<file path="src/rtl/readout_pkg.sv">
// Shared definitions for the fill readout sequencer: FSM encoding and
// the marker bytes that tag header and trailer words.
package readout_pkg;

    localparam int         NCHAN_DEFAULT = 5;
    localparam logic [7:0] HDR_MARK      = 8'hF1;
    localparam logic [7:0] TRL_MARK      = 8'hF2;

    typedef enum logic [1:0] {
        ST_IDLE    = 2'd0,
        ST_HEADER  = 2'd1,
        ST_READ    = 2'd2,
        ST_TRAILER = 2'd3
    } state_e;

endpackage

</file>
<file path="src/rtl/lowest_bit_select.sv">
// Priority encoder: isolates the lowest set bit of a vector as a one-hot
// word and flags when no bit is set at all.
module lowest_bit_select #(
    parameter int W = 5
) (
    input  logic [W-1:0] vec_i,
    output logic [W-1:0] onehot_o,
    output logic         none_o
);

    // Two's-complement trick keeps only the least significant one.
    assign onehot_o = vec_i & (~vec_i + W'(1));
    assign none_o   = ~(|vec_i);

endmodule

</file>
<file path="src/rtl/readout_sequencer.sv">
// Per-fill readout sequencer: pops one fill record, emits a header word,
// grants each enabled channel in ascending order, then emits a trailer.
module readout_sequencer
    import readout_pkg::*;
#(
    parameter int NCHAN          = NCHAN_DEFAULT,
    parameter int TIMEOUT_CYCLES = 65535
) (
    input  logic             clk,
    input  logic             reset_n,
    input  logic             fifo_valid,
    input  logic [23:0]      fill_num,
    output logic             fifo_ready,
    input  logic [NCHAN-1:0] chan_enable,
    output logic [NCHAN-1:0] go,
    input  logic [NCHAN-1:0] done,
    output logic             out_valid,
    output logic [31:0]      out_data,
    input  logic             out_ready,
    output logic             busy
);

    localparam int          FW       = (NCHAN < 5) ? NCHAN : 5;
    localparam logic [15:0] TMO_LAST = 16'(TIMEOUT_CYCLES - 1);

    state_e           state_q, state_d;
    logic [23:0]      fill_q, fill_d;
    logic [NCHAN-1:0] en_q, en_d;
    logic [NCHAN-1:0] remaining_q, remaining_d;
    logic [NCHAN-1:0] cur_q, cur_d;
    logic [NCHAN-1:0] tmo_q, tmo_d;
    logic [15:0]      cnt_q, cnt_d;

    logic [NCHAN-1:0] sel_onehot_s;
    logic             sel_none_s;
    logic             done_hit_s;
    logic             tmo_hit_s;
    logic [4:0]       en5_s;
    logic [4:0]       tmo5_s;

    // cur_q is zero outside READ, so this also yields the first channel in HEADER.
    lowest_bit_select #(.W(NCHAN)) u_next_chan (
        .vec_i    (remaining_q & ~cur_q),
        .onehot_o (sel_onehot_s),
        .none_o   (sel_none_s)
    );

    assign done_hit_s = |(done & cur_q);
    assign tmo_hit_s  = (cnt_q == TMO_LAST);
    assign en5_s      = 5'(en_q[FW-1:0]);
    assign tmo5_s     = 5'(tmo_q[FW-1:0]);

    // State and datapath registers.
    always_ff @(posedge clk or negedge reset_n) begin
        if (!reset_n) begin
            state_q     <= ST_IDLE;
            fill_q      <= 24'd0;
            en_q        <= '0;
            remaining_q <= '0;
            cur_q       <= '0;
            tmo_q       <= '0;
            cnt_q       <= 16'd0;
        end else begin
            state_q     <= state_d;
            fill_q      <= fill_d;
            en_q        <= en_d;
            remaining_q <= remaining_d;
            cur_q       <= cur_d;
            tmo_q       <= tmo_d;
            cnt_q       <= cnt_d;
        end
    end

    // Next-state and datapath update.
    always_comb begin
        state_d     = state_q;
        fill_d      = fill_q;
        en_d        = en_q;
        remaining_d = remaining_q;
        cur_d       = cur_q;
        tmo_d       = tmo_q;
        cnt_d       = cnt_q;
        case (state_q)
            ST_IDLE: begin
                if (fifo_valid) begin
                    state_d     = ST_HEADER;
                    fill_d      = fill_num;
                    en_d        = chan_enable;
                    remaining_d = chan_enable;
                    cur_d       = '0;
                    tmo_d       = '0;
                end else begin
                    state_d = ST_IDLE;
                end
            end
            ST_HEADER: begin
                if (!out_ready) begin
                    state_d = ST_HEADER;
                end else if (sel_none_s) begin
                    state_d = ST_TRAILER;
                end else begin
                    state_d = ST_READ;
                    cur_d   = sel_onehot_s;
                    cnt_d   = 16'd0;
                end
            end
            ST_READ: begin
                if (done_hit_s || tmo_hit_s) begin
                    // A done arriving on the timeout cycle still counts as done.
                    if (!done_hit_s) begin
                        tmo_d = tmo_q | cur_q;
                    end else begin
                        tmo_d = tmo_q;
                    end
                    remaining_d = remaining_q & ~cur_q;
                    cnt_d       = 16'd0;
                    if (sel_none_s) begin
                        state_d = ST_TRAILER;
                        cur_d   = '0;
                    end else begin
                        state_d = ST_READ;
                        cur_d   = sel_onehot_s;
                    end
                end else if (cnt_q != 16'hFFFF) begin
                    cnt_d = cnt_q + 16'd1;
                end else begin
                    cnt_d = cnt_q;
                end
            end
            ST_TRAILER: begin
                if (out_ready) begin
                    state_d = ST_IDLE;
                    tmo_d   = '0;
                end else begin
                    state_d = ST_TRAILER;
                end
            end
            default: begin
                state_d = ST_IDLE;
            end
        endcase
    end

    // Outputs decoded purely from registered state, so they are glitch-free
    // and drop asynchronously with reset.
    always_comb begin
        fifo_ready = 1'b0;
        busy       = 1'b0;
        go         = '0;
        out_valid  = 1'b0;
        out_data   = 32'd0;
        case (state_q)
            ST_IDLE: begin
                fifo_ready = reset_n;
            end
            ST_HEADER: begin
                busy      = 1'b1;
                out_valid = 1'b1;
                out_data  = {HDR_MARK, fill_q};
            end
            ST_READ: begin
                busy = 1'b1;
                go   = cur_q;
            end
            ST_TRAILER: begin
                busy      = 1'b1;
                out_valid = 1'b1;
                out_data  = {TRL_MARK, 14'd0, en5_s, tmo5_s};
            end
            default: begin
                busy = 1'b0;
            end
        endcase
    end

endmodule

</file>
<file path="config.mk">
export PLATFORM = sky130hd
export DESIGN_NAME = readout_sequencer
export DESIGN_NICKNAME = d
export VERILOG_FILES = /design/src/rtl/readout_pkg.sv /design/src/rtl/lowest_bit_select.sv /design/src/rtl/readout_sequencer.sv
export SDC_FILE = /design/constraint.sdc
export NUM_CORES = 1
export LEC_CHECK = 0
export BUFFER_PORTS_ARGS = -buffer_cell sky130_fd_sc_hd__buf_2
export CORE_MARGIN = 2
export CORE_UTILIZATION = 54
export DETAILED_ROUTE_END_ITERATION = 10
export MAX_ROUTING_LAYER = met4
export PLACE_DENSITY = 0.8
export SLEW_MARGIN = 20
export SYNTH_ARGS = -nofsm -noshare
export SYNTH_HDL_FRONTEND = slang
export SYNTH_SLANG_ARGS = --single-unit
</file>
<file path="constraint.sdc">
create_clock -name clk -period 2.74 [get_ports clk]
set_input_delay 0.274 -clock clk [delete_from_list [all_inputs] [get_ports clk]]
set_output_delay 0.274 -clock clk [all_outputs]
set_load 0.05 [all_outputs]
</file>
# After elaboration in Yosys (flattened, before gate mapping)
# Index checks and enable logic that the tools add are counted.
# word_totals
register_bits,62
mem_count,0
mem_bits_rw,0
inputBits,38
wordCells,71
latch_bits,0
mem_bits_ro,0
output_inout_bits,40
# op_classes
mux,29
shifts,0
n_mul,0
order_cmp,0
n_reduce_logical,15
eq_ne,12
add_sub_neg,2
n_div,0
n_bitwise,6
# ops
op,n
$mux 16,4
$pmux 32 s2,1
$mux 5,11
$pmux 16 s2,1
$pmux 5 s3,2
$add 16x1->16 const B,1
$eq 16x16->1 const B,1
$ne 16x16->1 const B,1
$and 5x5->5,3
$ne 2x2->1 const B,5
$not 5->5,2
$pmux 5 s2,1
$reduce_and 5->1,2
$reduce_or 5->1,2
$pmux 2 s4,1
$mux 2,3
$reduce_bool 3->1,2
$add 5x1->5 const B,1
$mux 1,5
$or 5x5->5,1
$eq 2x2->1 const B,2
$reduce_and 4->1,1
$reduce_bool 2->1,2
$ne 3x3->1 const B,1
8 further kinds,8

# Longest topological paths before layout
# Gate-level depths: netlist (run 1).
# logic_depth
depth_word,8
mapped_depth,8
depth_no_buf,7

# Cells and area by module
# From an unflattened synthesis (run 1), not the netlist that was laid out.
# unflattened
hier_cells,316
hier_area_um2,3412.0
# by_module_without_submodules
module,area_per_inst_um2,instances,cells_per_inst
readout_sequencer,3357.0,1,309
lowest_bit_select,55.1,1,7

# Worst setup path after synthesis (run 1)
# No wires, ideal clock.
# synth_path
path_kind,register -> register
from,reg state_q[1]
to,reg cur_q[0]
n_path_buf,0
slack_ps,446
t_arrival_ps,2170
setup_time_ps,125
period_less_slack_ps,2294
required_ps,2615
stages_incl_launch_ff,7
cell_sequence,dfrtp_1 > inv_1 > ha_1 > nor3b_1 > a21o_1 > a211o_1 > mux2_2
# synth_via
elab_chain_len,3
elab_cells_between_ends,10
classes_between,eq/ne (6); mux (1); reduce/logical (3)
# synth_lines
item,line,source
from (decl),readout_sequencer.sv:26,"state_e state_q, state_d;"
from (signal assigned),readout_sequencer.sv:64,state_q <= state_d;
$eq 2x2->1 (tied with other cells),readout_sequencer.sv:83,case (state_q)
$ne 2x2->1 (no line) (tied with other cells),n/a,
$reduce_and 5->1 (no line),n/a,
to (signal assigned),readout_sequencer.sv:68,cur_q <= cur_d;
to (decl),readout_sequencer.sv:30,"logic [NCHAN-1:0] cur_q, cur_d;"
# Several ways; a longest one is shown, not always the timed one.
# A chain may end at the register's enable or synchronous reset.

# Worst setup path in the final report (run 1)
# layout_path
from,reg cnt_q[0]
to,reg cnt_q[10]
# layout_via
elab_chain_len,4
elab_cells_between_ends,9
classes_between,add/sub (1); eq/ne (3); mux (3); reduce/logical (2)
# layout_lines
item,line,source
from (decl),readout_sequencer.sv:32,"logic [15:0] cnt_q, cnt_d;"
from (signal assigned),readout_sequencer.sv:70,cnt_q <= cnt_d;
$add 16x1->16 or $eq 16x16->1 (tied branches),"readout_sequencer.sv:125, readout_sequencer.sv:49",
$mux 16 or $logic_or 1x1->1 (tied branches),"readout_sequencer.sv:124, readout_sequencer.sv:108",
$mux 16 or $ne 3x3->1 (tied branches),n/a,
$pmux 16 s2 or $reduce_and 4->1 (tied branches),n/a,
# Several ways; a longest one is shown, not always the timed one. The select of a mux whose other input is x is not followed.

==> results of run 1 <==
-- metrics by stage --
stage / hold slack, ps / setup slack [ps] / area, um2 / power [W]
2_1_floorplan: -21.6 / 446 / 3320 / 0.00360
3_3_place_gp: 88.6 / 446 / 3750 / 0.00415
3_5_place_dp: 89.6 / 388 / 3750 / 0.00422
4_1_cts: 106 / 367 / 3930 / 0.00493
5_1_grt: 112 / 86.8 / 3930 / 0.00527
6_report: 115 / 379 / 3930 / 0.00492
-- Yosys cell counts, drive strengths merged, types with 2 or more instances --
cell type,instances,share of area
ha,7,0.026
a21o,2,0.0045
a211o,3,0.0079
a21oi,10,0.015
a32o,8,0.024
dfrtp,62,0.47
a31oi,4,0.0075
nand4,7,0.019
a22o,11,0.029
and3,4,0.0075
nor3,2,0.0030
nor2b,7,0.013
nand2,95,0.11
o21ai,25,0.041
o41a,2,0.0068
nand3,10,0.015
clkbuf,15,0.017
or3,2,0.0038
nor2,12,0.014
a22oi,6,0.014
mux2i,2,0.0060
nor3b,2,0.0045
or2,4,0.0075
nor4,4,0.014
o311ai,2,0.0053
buf,8,0.016
or4,4,0.010
inv,11,0.012
and2,22,0.041
nand2b,2,0.0038
-- kinds of logic (layout without fill, tap and decap cells) --
| group | Yosys count | in the layout | synth area share |
|---|---|---|---|
| other | 1 | 2 | 0.00113 |
| buffers and inverters | 35 | 113 | 0.0468 |
| AOI/OAI and AO/OA | 82 | 82 | 0.177 |
| DFF | 62 | 62 | 0.468 |
| and+or+nand+nor | 180 | 180 | 0.272 |
| muxes | 3 | 3 | 0.00943 |
| adders and majority gates | 7 | 7 | 0.0264 |
-- worst max-delay path: cells and delay by family, from the launching register on --
| kind | cells | cell delay (ps) |
|---|---|---|
| AO/OA/AOI/OAI | 1 | 370 |
| adder cells (fa/ha/maj) | 1 | 190 |
| AND/OR/NAND/NOR | 4 | 1190 |
| flip-flops | 1 | 430 |
| buffers and inverters | 1 | 70 |
-- state kept, by name (all words and copies together) (netlist names) --
name         count
tmo5_s           5
fill_q          24
remaining_q      5
cur_q            5
state_q          2
en5_s            5
cnt_q           16
-- per-layer routing --
metal / track usage / routed length (um) / share of wire
met1: 0.326 / 3500 / 0.44
met2: 0.388 / 3870 / 0.48
met3: 0.0457 / 497 / 0.062
met4: 0.110 / 110 / 0.014
met5: - / 0 / 0
-- power by group --
group          internal (W)  switching, W  leakage [nW]
registers           0.00122      0.000205         0.808
clock network      0.000330      0.000375        0.0869
logic              0.000795       0.00200          1.11
-- cell type report --
class | count | share of cell area
Multi-Input combinational cell | 274 | 0.411
Sequential cell | 62 | 0.395
Timing Repair Buffer | 85 | 0.115
Clock buffer | 9 | 0.0315
Tap cell | 75 | 0.0239
Clock inverter | 7 | 0.0127
Inverter | 12 | 0.0115
-- worst min-delay path by stage --
stage	end	slack (ps)	cells past startpoint
after global placement	state_q[1]	90	1
after global routing	fill_q[17]	110	3
after detailed placement	state_q[1]	90	1
final	fill_q[9]	110	3
after CTS	fill_q[9]	110	3
after floorplan	cnt_q[0]	-20	0
==> impl_results.md, run 1 <==
* Status: finished, final reports clean
* Post-synthesis cell count at 370
* Final Skew at 10.6 ps
* Period utilization at 0.862
* Initial core utilization at 0.560
* Starting DRC count in detailed routing at 227
* Crit path cell chain: inv_1 > ha_1 > nand3_1 > nor4_4 > nor2_1 > nand2_1 > o311ai_0
* Max VDD drop at around 1.1 mV
* Synthesized cell area at roughly 3300 um2
* Final WL at about 8000 um
* Post-CTS Setup Inserts at 0
* Max clock buf depth at 2
* Grt total ovfl at 0
* Fmax achieved at 0.424 GHz
* H-tree levels at 3
* Seq/Total Area, Yosys at 0.468
* CP peak stage delay at about 760 ps
* Core area at slightly below 6000 um2
* Post-Syn Area per Cell at 8.97 um2
* Max Cap Viol at 0
* CTS tree: done
* Hold Path Origin: fill_num[9]
* FF-to-FF Start: cnt_q[0]
* Critical path type: reg2reg
* Crit path from: cnt_q[0]
* Worst EP arrival at between 2000 and 3000 ps
* RD Place Congestion at between 0.8 and 0.9
* DR WL/cell at about 15 um
* CP endpoint: cnt_q[10]
* Worst slew pin tran at about 980 ps
* Ys flop type: dfrtp_1
* Startpoint types: flop
* Distinct cells, synth at 53
* Nets at roughly 490
* Post-CTS Hold Buffers at 1
* Via count at 3,007
* Ant. Diodes at 0
* Non-filler cells, final at 524
* Flop2flop setup slack at roughly 380 ps
* RSZ-0062 raised after global routing: no
* Pin count of the biggest net entering global routing at 62
* Worst-Skew Late Latency at ~340 ps
* Yosys warning count at 0
* Row cnt at 28
* CTS root buffer: clkbuf_8
* FILL cells at 487
* Placed cell count at slightly above 500
* Commonest non-fill, non-tap cell in the layout: nand2_1
* Footprint of the multi-input gates at 1620 um2
* Register area at 1550 um2
* Slew HR at 0.341
* Drt via density at approximately 5.7
* Initial antenna violation count at 0
* Global-route wire length before repair at between 10,000 and 15,000 um
* Die H at slightly above 80 um
* Area growth syn-to-layout at 18.5%
* Cells resized by post-CTS repair at 0
* Leak pwr at around 2 nW
* Layout Utilization at 0.664
* Fraction of layout cells with a size suffix above 1 at 0.249
* Io pins at between 70 and 80
* Crit-path max FO at 16
* Async SR Flop Fraction at 1.00
* Setup crit end kind: flop
* CP max stage cell: nor2_1
* Reg2Reg Depth at 7
* Hold Violations, Final at 0
* Worst-path clk slew at ~80 ps
* Type of the tightest min-delay check: in2reg
* Commonest non-fill, non-tap cells in the layout: nand2_1, buf_2, dfrtp_1
* Final HPWL DP at 5550 um
* Flops & latches, synth at 62
* Gr usage total at 0.251
* Post-synth EDFFs at 0
* Max Transition Viols Final at 0
* Total CTS buffers at 9
* Drt first pass iters at 5
* I/O Buffers at between 70 and 80
* Final ANT Viol Nets at 0
* Die width at between 80 and 90 um
* Setup-failing EPs final at 0
* Clock sink count at 62
* CP Data Required Time at approximately 3000 ps
* Setup TNS at 0 ps
* Vias in the first global route at 2,786
* Crit path time final at 2360 ps
* Power per standard cell area at roughly 1300 nW/um2
* Total die area at 6790 um2
* R2r endpoint: cnt_q[10]
* DRC viols at 0
Note: power is estimated with default switching activity, not from simulation.
==> run 2: changes to the inputs <==
--- a/config.mk
+++ b/config.mk
@@ -5,12 +5,13 @@
 export SDC_FILE = /design/constraint.sdc
 export NUM_CORES = 1
 export LEC_CHECK = 0
+export ABC_AREA = 1
 export BUFFER_PORTS_ARGS = -buffer_cell sky130_fd_sc_hd__buf_2
 export CORE_MARGIN = 2
-export CORE_UTILIZATION = 54
+export CORE_UTILIZATION = 42
 export DETAILED_ROUTE_END_ITERATION = 10
 export MAX_ROUTING_LAYER = met4
-export PLACE_DENSITY = 0.8
+export PLACE_DENSITY = 0.64
 export SLEW_MARGIN = 20
 export SYNTH_ARGS = -nofsm -noshare
 export SYNTH_HDL_FRONTEND = slang
==> impl_results.md, run 2 <==
* Flop2flop setup slack at 790 ps
* Period utilization at 0.807
* Hold Path Origin: fill_num[8]
* Met3 Track Usage GR at 0.0465
* CP Data Required Time at around 2500 ps
* CP peak stage delay at between 400 and 500 ps
* Critical path type: reg2out
* Layout Utilization at 0.512
* Post-CTS Hold Buffers at 0
* Max Cap Viol at 0
* Setup TNS at 0 ps
* Total die area at between 9000 and 10,000 um2
* Synthesized cell area at 3590 um2
* Clock sink count at 62
* Max Transition Viols Final at 0
* CTS tree: done
* Seq/Total Area, Yosys at 0.432
* Area growth syn-to-layout at 17.7%
* Biggest register: fill_q
* DR WL/cell at between 10 and 15 um
* Drt via density at about 5
* RSZ-0062 raised after global routing: no
* Most Used Layer, Global Route: met2
* Hold Path Stages at 2
* Ant. Diodes at 0
* Via count at ~3,000
* Max reg flops at 24
* Gr usage total at 0.196
* Io pins at between 70 and 80
* Drt first pass iters at 6
* Ys flop type: dfrtp_1
* Setup-failing EPs final at 0
* Post-synth EDFFs at 0
* Worst-Skew Late Latency at 340 ps
* Synth top area share at 0.432
* Largest regs: fill_q (24), cnt_q (16)
* Crit-path max FO at 22
* Worst-path clk slew at ~80 ps
* Initial core utilization at 0.435
* Power, Total at between 0.004 and 0.005 W
* Leak pwr at 2.11 nW
* Ranking of synthesized cells by area: dfrtp_1, nand2_1, mux2_2, inv_1, o21ai_0
* Crit path time final at 2210 ps
* Reg2Reg Depth at 9
* Grt total ovfl at 0
* Global-route wire length before repair at around 14,000 um
* FF-to-FF Start: state_q[0]
* GR Util met2 at 0.317
* Total CTS buffers at 9
* Placed cell count at approximately 610
* Nets at ~560
* DRC viols at 0
* CP max stage cell: dfrtp_1
* Post-Syn Area per Cell at a little over 8 um2
* Final HPWL DP at 5750 um
* Commonest non-fill, non-tap cells in the layout: nand2_1, buf_2, dfrtp_1
* Commonest non-fill, non-tap cell in the layout: nand2_1
* Hold Violations, Final at 0
* Row cnt at 33
* Startpoint types: flop
* Post-synthesis cell count at around 450
* WHS Endpoint: fill_q[8]
* Max clock buf depth at 2
* Die H at about 96 um
* Yosys warning count at 0
* Vias in the first global route at between 2,000 and 3,000
* Initial antenna violation count at 0
* I/O Buffers at 75
* RD Place Congestion at between 0.8 and 0.9
* Power per standard cell area at about 1100 nW/um2
* Setup crit end kind: primary output
* Final WL at between 8000 and 9000 um
* Worst EP arrival at about 1900 ps
* H-tree levels at 3
* Final ANT Viol Nets at 0
* Fraction of layout cells with a size suffix above 1 at 0.277
* Max VDD drop at around 1 mV
* Flops & latches, synth at 62
* CTS root buffer: clkbuf_8
* Critical path depth at 5
* Crit path buf inv count at 3
* CP top delay family: buffers and inverters
* Slew HR at 0.472
* WHS at between 150 and 200 ps
* R2r endpoint: cnt_q[7]
* Core area at just over 8000 um2
* Async SR Flop Fraction at 1.00
* Met1 GRT Util at 0.242
* Post-CTS Setup Inserts at 0
* Crit path cell chain: inv_1 > ha_1 > buf_4 > a22o_1 > buf_2
* Cells resized by post-CTS repair at 0
* Worst slew pin tran at 792 ps
* Non-filler cells, final at roughly 630
* Status: finished, final reports clean
* Final Skew at about 14 ps
* Distinct cells, synth at 34
* Type of the tightest min-delay check: in2reg
* Most frequent cells after synthesis: nand2_1, dfrtp_1, inv_1
* Synth area leader: dfrtp_1
* Fmax achieved at 0.452 GHz
* Die width at between 90 and 100 um
* Most common cell in the synthesized netlist: nand2_1
* Starting DRC count in detailed routing at around 150
* Pin count of the biggest net entering global routing at 63
run 2: power by group:
| part | internal [W] | switching, W | total [W] |
|---|---|---|---|
| logic | 0.000742 | 0.00189 | 0.00263 |
| clock network | 0.000421 | 0.000387 | 0.000808 |
| registers | 0.00122 | 0.000182 | 0.00140 |
run 2: metal layers:
layer | wire length, um | share of wire | up-vias
li1 | - | - | 1554
met1 | 3720 | 0.46 | 1442
met2 | 3890 | 0.48 | 67
met3 | 443 | 0.054 | 10
met4 | 73 | 0.0090 | 0
met5 | 0 | 0 | -
run 2: how the worst max path moves through the flow:
stage                     from          end  slack, ps
floorplan           state_q[1]  out_data[2]         80
global placement    state_q[0]     cnt_q[3]        860
detailed placement  state_q[0]     cnt_q[7]        820
CTS                 state_q[1]  out_data[5]        490
global route        state_q[1]  out_data[7]        410
finish              state_q[1]  out_data[5]        530
run 2: per-stage QoR:
step,setup slack (ps),area (um2)
after global routing,408,4230
after CTS,493,4230
final,529,4230
after detailed placement,823,4030
after global placement,860,4030
after floorplan,75.8,3590
run 2: final cells by class:
| class | count | area (um2) |
|---|---|---|
| clock buffer | 9 | 124 |
| sequential | 62 | 1550 |
| tap | 105 | 131 |
| fill | 835 | 4030 |
| clock inverter | 7 | 75.1 |
| multi-input combinational | 317 | 1750 |
| timing repair buffer | 80 | 413 |
| inverter | 48 | 180 |
run 2: kinds of logic (layout without fill, tap and decap cells):
logic type / after synthesis / after routing / synth area share
other: 1 / 2 / 0.00104
AOI/OAI and AO/OA: 47 / 47 / 0.0770
DFF: 62 / 62 / 0.432
adders and majority gates: 7 / 7 / 0.0244
buffers and inverters: 68 / 144 / 0.0815
xor gates and xnor gates: 7 / 7 / 0.0171
muxes: 28 / 28 / 0.0878
and+or+nand+nor: 226 / 226 / 0.279
==> run 3: changes to the inputs <==
==> constraint.sdc (replaced) <==
create_clock -name clk -period 2.2 [get_ports clk]
set_input_delay 0.22 -clock clk [delete_from_list [all_inputs] [get_ports clk]]
set_output_delay 0.22 -clock clk [all_outputs]
set_load 0.05 [all_outputs]
==> impl_results.md, run 3 (same netlist as run 2, synthesis figures left out) <==
* Post-CTS Hold Buffers at 0
* Setup-failing EPs final at 0
* Total die area at between 9000 and 10,000 um2
* Gr usage total at 0.193
* Top Layer Used: met4
* Reg2Reg Depth at 8
* Max clock buf depth at 2
* Global-route wire length before repair at approximately 13,000 um
* FF-to-FF Start: state_q[0]
* Setup TNS at 0 ps
* Ant. Diodes at 0
* Worst slew pin tran at 784 ps
* Crit path cell chain: ha_1 > inv_1 > nand2_2 > buf_2
* Worst-Skew Late Latency at 340 ps
* CTS root buffer: clkbuf_8
* Hold Path Origin: fill_num[6]
* Final HPWL DP at around 5800 um
* Initial antenna violation count at 0
* Drt via density at between 4 and 5
* Worst-path clk slew at roughly 80 ps
* WHS Endpoint: fill_q[6]
* Final Skew at ~11 ps
* Max VDD drop at approximately 1.1 mV
* CP peak stage delay at between 400 and 500 ps
* FILL cells at roughly 810
* Drt first pass iters at 4
* Hold Path Stages at 2
* M1 WL at approximately 3800 um
* Max Cap Viol at 0
* WHS at 97.3 ps
* Pre-CTS setup slack at between 200 and 300 ps
* I/O Buffers at 75
* DRC viols at 0
* Flop2flop setup slack at 270 ps
* DR WL/cell at roughly 13 um
* Type of the tightest min-delay check: in2reg
* CTS tree: done
* RSZ-0062 raised after global routing: no
* Crit path time final at 2020 ps
* Final WL at ~8100 um
* Metal3 WL at 508 um
* H-tree levels at 3
* Via count at approximately 3,100
* Initial core utilization at 0.435
* Grt total ovfl at 0
* Commonest non-fill, non-tap cells in the layout: nand2_1, buf_2, dfrtp_1
* Power, Total at about 0.0061 W
* CP max stage cell: ha_1
* Total CTS buffers at 9
* Starting DRC count in detailed routing at 111
* Power per standard cell area at about 1400 nW/um2
* Max Transition Viols Final at 0
* Hold Violations, Final at 0
* CP Data Required Time at 1980 ps
* Die H at 96.5 um
* Io pins at 78
* Fin worst setup slack at ~180 ps
* Crit path buf inv count at 2
* CP top delay family: adder cells
* Pin count of the biggest net entering global routing at 63
* Setup crit end kind: primary output
* RD Place Congestion at about 0.86
* Crit-path max FO at 11
* Die width at ~96 um
* Fraction of layout cells with a size suffix above 1 at 0.298
* Critical path type: reg2out
* Area growth syn-to-layout at 18.8%
* Worst EP arrival at between 1500 and 2000 ps
* Leak pwr at about 2.1 nW
* Biggest register: fill_q
* Core area at 8260 um2
* Slew HR at 0.477
* Fmax achieved at around 0.50 GHz
* Layout Utilization at 0.517
* DR WL met2 at about 3700 um
* Row cnt at 33
* R2r endpoint: tmo5_s[1]
* Nets at between 500 and 600
* Clock sink count at 62
* Largest regs: fill_q (24), cnt_q (16)
* Startpoint types: flop
* Period utilization at 0.916
* Vias in the first global route at roughly 2,800
* Status: finished, final reports clean
* Max reg flops at 24
* Commonest non-fill, non-tap cell in the layout: nand2_1
* Final ANT Viol Nets at 0
run 3: cell count changes in the layout (fill, tap and decap cells not counted), sizes merged:
cell / change
buf: +3
clkinvlp: +1
inv: +1
clkinv: -2
run 3: worst max-delay path by stage:
stage	start	cells past startpoint	end	slack, ps
after floorplan	state_q[1]	10	cnt_q[12]	20
after global placement	state_q[0]	9	tmo5_s[2]	370
after detailed placement	state_q[1]	6	tmo5_s[1]	300
after CTS	state_q[1]	5	out_data[5]	50
after global routing	state_q[1]	4	out_data[28]	30
final	state_q[1]	4	out_data[31]	180
run 3: layer usage:
layer / up-vias / global-route usage
li1: 1560 / -
met1: 1433 / 0.257
met2: 84 / 0.288
met3: 16 / 0.0442
met4: 0 / 0.0763
met5: - / -
run 3: layout make-up:
| cell class | instances | area, um2 | share of cell area |
|---|---|---|---|
| Multi-Input combinational cell | 317 | 1770 | 0.414 |
| Sequential cell | 62 | 1550 | 0.364 |
| Timing Repair Buffer | 83 | 439 | 0.103 |
| Inverter | 48 | 180 | 0.0422 |
| Tap cell | 105 | 131 | 0.0308 |
| Clock buffer | 9 | 124 | 0.0290 |
| Clock inverter | 7 | 73.8 | 0.0173 |
run 3: timing repair:
item / in CTS / in global routing
resized for setup: 0 / 2
buffers inserted: 0 / 0
endpoints found under the setup margin: 0 / 19
run 3: through the flow:
stage                     std cells  area [um2]
after floorplan                 447        3610
after detailed placement        615        4060
after global placement          615        4060
after CTS                       631        4260
after global routing            631        4270
final                           631        4270
run 3: power breakdown:
| part | total (W) | internal, W | switching, W | leakage [nW] |
|---|---|---|---|---|
| Clock | 0.00102 | 0.000524 | 0.000498 | 0.0879 |
| Sequential | 0.00174 | 0.00152 | 0.000221 | 0.788 |
| Combinational | 0.00334 | 0.000974 | 0.00237 | 1.25 |
